`config.mk`:
```
export PLATFORM = sky130hd
export DESIGN_NAME = reaction_fsm
export DESIGN_NICKNAME = d
export VERILOG_FILES = /design/src/rtl/reaction_fsm.sv
export SDC_FILE = /design/constraint.sdc
export NUM_CORES = 1
export LEC_CHECK = 0
export ABC_AREA = 1
export BUFFER_PORTS_ARGS = -buffer_cell sky130_fd_sc_hd__buf_2
export CORE_MARGIN = 2
export CORE_UTILIZATION = 52
export CTS_CLUSTER_SIZE = 20
export DETAILED_ROUTE_END_ITERATION = 6
export HOLD_SLACK_MARGIN = 0.05
export PLACE_DENSITY = 0.76
export REMOVE_ABC_BUFFERS = 1
export SYNTH_ARGS = -nofsm -noshare
export SYNTH_HDL_FRONTEND = slang
export SYNTH_SLANG_ARGS = --single-unit
```
`constraint.sdc`:
```
create_clock -name clk -period 2.84 [get_ports clk]
set_input_delay 0 -clock clk [delete_from_list [all_inputs] [get_ports clk]]
set_output_delay 0 -clock clk [all_outputs]
set_load 0.02 [all_outputs]
```
`src/rtl/reaction_fsm.sv`:
```
// reaction_fsm: controller for the reaction-time game.
// Sequences idle/high-score display, random pre-delay, reaction window and
// score display over ROUNDS rounds; tracks the best score since reset.
// Optional feature macro: REACT_FALSE_START_EN (pressing during the pre-delay
// ends the round in FAULT). Without it, presses during the pre-delay are ignored.
module reaction_fsm #(
  parameter int CNT_W  = 14,
  parameter int ROUNDS = 3
) (
  input  logic             clk,
  input  logic             reset,
  input  logic             key_start_n,
  input  logic             key_clr_n,
  input  logic             delay_done,
  input  logic             tick_ms,
  output logic             downcount_en,
  output logic             count_en,
  output logic             led_en,
  output logic             hiscore_en,
  output logic [CNT_W-1:0] score,
  output logic [CNT_W-1:0] hiscore,
  output logic             new_record,
  output logic             fault,
  output logic [3:0]       round_idx
);

  typedef enum logic [2:0] {IDLE, ARM, REACT, SHOW, FAULT} state_t;

  localparam logic [CNT_W-1:0] SCORE_MAX = '1;
  localparam logic [3:0]       LAST_RND  = 4'(ROUNDS - 1);

  // Key synchronisers: [0],[1] are the 2-flop synchroniser, [2] is the edge
  // history. The history bit only loads once warm[1] shows that [1] holds a
  // real sample, so a key held through reset release never looks like a press.
  logic [2:0] start_sync_reg, clr_sync_reg;
  logic [1:0] warm_reg;
  logic       start_p, clr_p;

  state_t           state_reg, state_next;
  logic [CNT_W-1:0] score_reg, score_next;
  logic [CNT_W-1:0] hiscore_reg, hiscore_next;
  logic             new_reg, new_next;
  logic             fault_reg, fault_next;
  logic [3:0]       round_reg, round_next;
  logic [CNT_W-1:0] react_score;

  // Synchronise both keys and register a one-cycle pulse on each falling edge.
  always_ff @(posedge clk or posedge reset) begin
    if (reset) begin
      warm_reg       <= 2'b00;
      start_sync_reg <= 3'b011;
      clr_sync_reg   <= 3'b011;
      start_p        <= 1'b0;
      clr_p          <= 1'b0;
    end else begin
      warm_reg       <= {warm_reg[0], 1'b1};
      start_sync_reg <= {start_sync_reg[1] & warm_reg[1], start_sync_reg[0], key_start_n};
      clr_sync_reg   <= {clr_sync_reg[1] & warm_reg[1], clr_sync_reg[0], key_clr_n};
      start_p        <= start_sync_reg[2] & ~start_sync_reg[1];
      clr_p          <= clr_sync_reg[2] & ~clr_sync_reg[1];
    end
  end

  // State and datapath registers.
  always_ff @(posedge clk or posedge reset) begin
    if (reset) begin
      state_reg   <= IDLE;
      score_reg   <= '0;
      hiscore_reg <= '1;
      new_reg     <= 1'b0;
      fault_reg   <= 1'b0;
      round_reg   <= 4'd0;
    end else begin
      state_reg   <= state_next;
      score_reg   <= score_next;
      hiscore_reg <= hiscore_next;
      new_reg     <= new_next;
      fault_reg   <= fault_next;
      round_reg   <= round_next;
    end
  end

  // Next-state logic; priority is clear > start > delay_done > tick, except that
  // a tick landing with the react press is still counted.
  always_comb begin
    state_next   = state_reg;
    score_next   = score_reg;
    hiscore_next = hiscore_reg;
    new_next     = new_reg;
    fault_next   = fault_reg;
    round_next   = round_reg;
    // Score as it stands after this cycle's tick, saturating at all ones.
    react_score  = (tick_ms && (score_reg != SCORE_MAX)) ? score_reg + 1'b1 : score_reg;

    if (clr_p) begin
      state_next = IDLE;
      round_next = 4'd0;
    end else begin
      case (state_reg)
        IDLE: begin
          if (start_p) begin
            score_next = '0;
            new_next   = 1'b0;
            fault_next = 1'b0;
            round_next = 4'd0;
            state_next = ARM;
          end
        end
        ARM: begin
`ifdef REACT_FALSE_START_EN
          if (start_p) begin
            fault_next = 1'b1;
            state_next = FAULT;
          end else if (delay_done) begin
            score_next = '0;
            state_next = REACT;
          end
`else
          if (delay_done) begin
            score_next = '0;
            state_next = REACT;
          end
`endif
        end
        REACT: begin
          score_next = react_score;
          if (react_score == SCORE_MAX) begin
            // Timeout: a saturated score never counts as a record.
            new_next   = 1'b0;
            state_next = SHOW;
          end else if (start_p) begin
            if (react_score < hiscore_reg) begin
              hiscore_next = react_score;
              new_next     = 1'b1;
            end else begin
              new_next     = 1'b0;
            end
            state_next = SHOW;
          end
        end
        SHOW, FAULT: begin
          if (start_p) begin
            if (round_reg == LAST_RND) begin
              state_next = IDLE;
            end else begin
              round_next = round_reg + 4'd1;
              new_next   = 1'b0;
              fault_next = 1'b0;
              state_next = ARM;
            end
          end
        end
        default: state_next = IDLE;
      endcase
    end
  end

  assign hiscore_en   = (state_reg == IDLE);
  assign downcount_en = (state_reg == ARM);
  assign count_en     = (state_reg == REACT);
  assign led_en       = (state_reg == REACT);
  assign score        = score_reg;
  assign hiscore      = hiscore_reg;
  assign new_record   = new_reg;
  assign fault        = fault_reg;
  assign round_idx    = round_reg;

endmodule
```
==> flow_metrics.tcl, run 1 <==
set metrics [dict create \
    period_share_pct 97.6 \
    drt-initial-drc-count 255 \
    cts_buffers 5 \
    postPlaceCellArea_mm2 0.00346 \
    period_needed_ns 2.77 \
    netlist_instances 419 \
    seqCellArea_mm2 0.00115 \
    synth_common_cells "133 x nand2_1, 73 x inv_1, 36 x nor2_1" \
    die_w_um 80.5 \
    clockBufferDepth 2 \
    rsz0062_at_grt "yes" \
    synth_flop_cell "dfrtp_1" \
    min_from "delay_done" \
    cp.required_ns 3.04 \
    hold_class "in2reg" \
    post_drt_wl_per_cell_um 13.5 \
    grt_antenna_before_repair 0 \
    async_flop_share_pct 100 \
    maxCapViolations 0 \
    yosysWarnings 0 \
    htree_levels 2 \
    insertedDiodeCount 0 \
    ioPinCount 44 \
    vias 2956 \
    grt_pass1_wl_um 11900 \
    ant_nets 0 \
    clk_latency_ns 0.31 \
    fmax_mhz 361 \
    setup_ws_ns 0.0685 \
    grt_max_degree 25 \
    portBuffers 42 \
    ir_drop_v 0.000630 \
    path_class "reg2reg" \
    cts_tree "done" \
    clk_pin_slew_ns 0.10 \
    synth_area_leader_cell "dfrtp_1" \
    grt_pass1_vias 2639 \
    maxSlewHeadroom_pct 49.6 \
    areaGrowthSynthToFinish_pct 26.0 \
    dr.pass1.iters 5 \
    worst_clock_skew_ns 0.0109 \
    crit_fanout 8 \
    hold_violations 0 \
    fp-row-count 27 \
    grt_overflow 0 \
    netlist-cell-type-count 34 \
    holdWs_ns 0.172 \
    post-route-util_pct 68.7 \
    setup_violations 0 \
    num-fill-cells 473 \
    nets 520 \
    ys_ff_latch 45 \
    dp_hpwl_um 5520 \
    final_area_mm2 0.00383 \
    initial_core_util_pct 54.5 \
    chipHeight_um 80.5 \
    critPathArrivalTime_ns 2.97 \
    status "finished, final reports clean" \
    power.density_mw_per_mm2 923 \
    drv_slew 0 \
    grtUsageTotal_pct 23.8 \
    tightest_slew_ns 0.751 \
    timing.setup.tns_ns 0 \
    core_area_mm2 0.00557 \
    cp-end-kind "register" \
    die-area_mm2 0.00647 \
    yosysMostFrequentCell "nand2_1" \
    routed_wirelength_um 7660 \
    critPathLaunchType "register" \
    drc_errors 0 \
    r2r_start "score[1]" \
    synth_top_area_share_pct 22.2 \
    syn_area_mm2 0.00304 \
    cts_sinks 45 \
    ys_seq_area_share_pct 37.8 \
    pre_cts_slack_ns 0.0176 \
    p_leak_nw 2.04 \
    cts-root-buf "clkbuf_8" \
    crit_path_start "score[1]" \
    synth_top_cells_by_area "dfrtp_1 22%, nand2_1 16%, dfstp_2 16%, inv_1 9.0%, ha_1 8.2%" \
    synth_edf_count 0 \
    vias_per_cell 5.21 \
    multi_input_area_mm2 0.00169 \
    gp_congestion 0.932 \
    layout-drive-gt1-share_pct 31.3 \
    syn-mean-instance-area_um2 7.25 \
]
-- critical path: stages (launching register included) --
cell	delay [ns]
dfrtp_1	0.42
ha_4	0.18
nand3_4	0.11
inv_2	0.03
nand2_1	0.07
nor2_1	0.07
nor2_4	0.27
buf_6	0.15
nand2_1	0.07
nand2_2	0.09
inv_2	0.05
ha_1	0.27
nand2_1	0.09
or4_4	0.52
a21oi_2	0.12
nor2_1	0.06
nand2_1	0.05
nand2_1	0.04
-- what timing repair did --
item                                    4_1_cts  5_1_grt
setup buffers                                 0        6
resized for setup                             1       36
pin swaps                                     0        9
endpoints found under the hold margin         6        0
endpoints found under the setup margin       13       15
hold buffers                                  3        0
-- cells in the final DEF (no fill, tap or decap), drive strengths merged, types with 3 or more instances in the layout --
cell	instances
nand4	7
o21ai	6
clkbuf	5
dlygate4sd3	3
xor2	5
nand2	152
nor2	39
ha	20
nand3	24
dfstp	18
buf	73
dfrtp	27
nor3	3
inv	75
o22ai	13
a21oi	8
-- power by group --
part | internal, mW | switching, mW | total [mW]
Clock | 0.350 | 0.232 | 0.582
Sequential | 0.879 | 0.148 | 1.03
Combinational | 0.706 | 1.22 | 1.93
-- layer usage --
layer  up-vias  share of wire (%)  routed length, um  track usage [%]
li1       1454                  -                  -                -
met1      1397                 45               3480             33.1
met2        94                 48               3650             37.9
met3        11                5.0                384             3.37
met4         0                1.8                136             8.47
met5         -                  0                  0                0
-- worst paths after layout --
kind | cells after the start | slack, ns | to
setup / recovery | 17 | 0.07 | new_record
setup reg to reg | 17 | 0.07 | new_record
min in group asynchronous | 3 | 0.27 | score[3]
hold / removal | 7 | 0.17 | state_reg[1]
hold reg to reg | 0 | 0.35 | warm_reg[1]
max in group asynchronous | 4 | 1.79 | hiscore[13]
-- metrics by stage --
stage / total power [mW] / std cells
after floorplan: 2.17 / 411
after global placement: 2.69 / 550
after detailed placement: 2.73 / 550
after CTS: 3.33 / 561
after global routing: 3.78 / 567
final: 3.54 / 567
-- kinds of logic (layout without fill, tap and decap cells) --
family	Yosys count	after routing	synth area share [%]
adders and majority gates	20	20	8.23
xor gates and xnor gates	6	6	1.73
AOI/OAI and AO/OA	33	33	6.46
DFF	45	45	37.8
buffers and inverters	84	160	11.7
other	2	2	0.247
and+or+nand+nor	229	229	33.8
-- final cells by class --
cell class / instances / share of cell area, %
clock buffers: 5 / 1.80
clock inverters: 3 / 1.70
inverters: 76 / 7.45
multi-input cells: 290 / 44.0
flip-flops and latches: 45 / 30.0
well taps: 72 / 2.35
repair buffers: 76 / 12.6
Power figures use the tool's default switching activity.
==> run 2, diff against run 1 <==
CORE_ASPECT_RATIO = 0.9   (was unset)
==> run 2 against run 1 <==
Sequential power about the same. Sequential share of layout area down 0.99 points. Wire length up 7.5%. Combinational power up 10%. Critical endpoint is now hiscore[13]. Global-route usage down 1.0 points. Core utilization up 1.3 points. Fmax down 0.94%. Cell area up 3.4%. Die area about the same.
==> flow_metrics.tcl, run 2 (synthesized netlist as in run 1, its figures left out) <==
set metrics [dict create \
    status "finished, final reports clean" \
    timing.setup.tns_ns 0 \
    grt_overflow 0 \
    nets 526 \
    max_stage_delay_ns 0.36 \
    grtUsageTotal_pct 22.8 \
    htree_levels 2 \
    cts-root-buf "clkbuf_8" \
    critPathLaunchType "register" \
    cp.required_ns 3.09 \
    cts_tree "done" \
    setup_ws_ns 0.0422 \
    critPathArrivalTime_ns 3.05 \
    worst_clock_skew_ns 0.00917 \
    routed_wirelength_um 8240 \
    fmax_mhz 357 \
    chipHeight_um 76.5 \
    ant_nets 0 \
    period_needed_ns 2.80 \
    areaGrowthSynthToFinish_pct 30.3 \
    dr.pass1.iters 5 \
    crit_fanout 7 \
    initial_core_util_pct 53.7 \
    setup_violations 0 \
    drt-initial-drc-count 196 \
    maxCapViolations 0 \
    drc_errors 0 \
    path_class "reg2reg" \
    clk_pin_slew_ns 0.09 \
    die-area_mm2 0.00647 \
    period_share_pct 98.5 \
    clockBufferDepth 2 \
    cp-end-kind "register" \
    power.share.combinational_pct 58.3 \
    ir_drop_v 0.000670 \
    hold_class "in2reg" \
    crit_chain "ha_2 > nand3_4 > nor2_4 > nand2_4 > buf_4 > nand3_1 > nand2_2 > inv_1 > ha_1 > a21oi_2 > nor2_1 > a211oi_2 > nand2_1 > nand2_1 > nand2_2 > nor2_4 > clkbuf_16 > nand2_1 > nand2_1" \
    p_int_mw 1.96 \
    post_drt_wl_per_cell_um 14.4 \
    grt_max_degree 24 \
    vias 3023 \
    final_common_cell "nand2_1" \
    clk_latency_ns 0.30 \
    cts_sinks 45 \
    grt_pass1_vias 2632 \
    power_mw 3.65 \
    switchingPower_mw 1.69 \
    dp_hpwl_um 5370 \
    tightest_slew_ns 0.908 \
    final_cell_mix "116 x nand2_1, 65 x inv_1, 42 x buf_2, 33 x nor2_1, 32 x buf_4" \
    vias_per_cell 5.29 \
    layout-drive-gt1-share_pct 35.3 \
    insertedDiodeCount 0 \
    die_w_um 84.6 \
    crit_top_cell "nand2_1" \
    clkPwrFrac_pct 13.5 \
    ioPinCount 44 \
    grt_pass1_wl_um 12100 \
    core_area_mm2 0.00566 \
    maxSlewHeadroom_pct 39.1 \
    cpMaxStageDelayCell "dfrtp_1" \
    cts_buffers 5 \
    grt_antenna_before_repair 0 \
    seqPwrFrac_pct 28.2 \
    portBuffers 42 \
    drv_slew 0 \
    fp-row-count 26 \
    gp_congestion 0.889 \
    pre_cts_slack_ns -0.0310 \
    power.density_mw_per_mm2 922 \
    swShare_pct 46.3 \
    p_leak_nw 2.08 \
    hold_violations 0 \
    dp.cells 548 \
    instances_no_fill 571 \
]
## run 2: cell count changes in the layout (fill, tap and decap cells not counted), sizes merged
cell      before  now
buf           73   78
bufinv         2    1
clkbuf         5    6
clkinvlp       0    1
## run 2: path summary, 6_finish.rpt
| kind | startpoint | end | slack (ns) | depth (start not counted) |
|---|---|---|---|---|
| setup / recovery | score[1] | hiscore[13] | 0.04 | 19 |
| hold / removal | delay_done | state_reg[0] | 0.17 | 7 |
| setup reg to reg | score[1] | hiscore[13] | 0.04 | 19 |
| hold reg to reg | clr_sync_reg[0] | clr_sync_reg[1] | 0.36 | 0 |
| max in group asynchronous | reset | hiscore[13] | 1.72 | 4 |
| min in group asynchronous | reset | warm_reg[0] | 0.32 | 3 |
## run 2: critical path: cells and delay by family (launching register included)
| family | cells | cell delay [ns] |
|---|---|---|
| flops | 1 | 0.36 |
| fa+ha+maj | 2 | 0.47 |
| buf+inv | 3 | 0.43 |
| simple gates | 12 | 1.13 |
| compound gates | 2 | 0.38 |
## run 2: cell type report
class                      instances  area [um^2]
multi-input combinational        290         1760
fill                             441         1700
sequential                        45         1150
timing repair buffer              82          559
inverter                          76          285
tap                               70         87.6
clock buffer                       5         68.8
clock inverter                     3         46.3
## run 2: metal layers
metal	up-vias	share of wire (%)	GRT usage, %
li1	1461	-	-
met1	1432	44	34.2
met2	115	48	34.4
met3	15	5.8	3.25
met4	0	1.9	6.03
met5	-	0	0
## run 2: through the flow
step	util, %	hold slack (ns)	cell area (um^2)
3_5_place_dp	61.0	0.107	3450
4_1_cts	63.9	0.173	3620
2_1_floorplan	-	0.00448	2970
5_1_grt	69.9	0.264	3960
3_3_place_gp	61.0	0.105	3450
6_report	69.9	0.173	3960
## run 2: power groups by stage
stage	combinational, mW	sequential, mW	clock, mW
2_1_floorplan	0.940	1.23	0
3_3_place_gp	1.66	1.03	0
3_5_place_dp	1.69	1.03	0
4_1_cts	1.71	1.02	0.502
5_1_grt	2.33	1.05	0.522
6_report	2.13	1.03	0.493
## run 2: what timing repair did
action | in CTS | in global routing
hold buffers | 3 | 0
endpoints found under the setup margin | 14 | 15
buffers inserted | 1 | 10
cloned | 0 | 1
gates resized for setup | 0 | 57
hold endpoints to repair | 9 | 0
pin swaps | 1 | 26
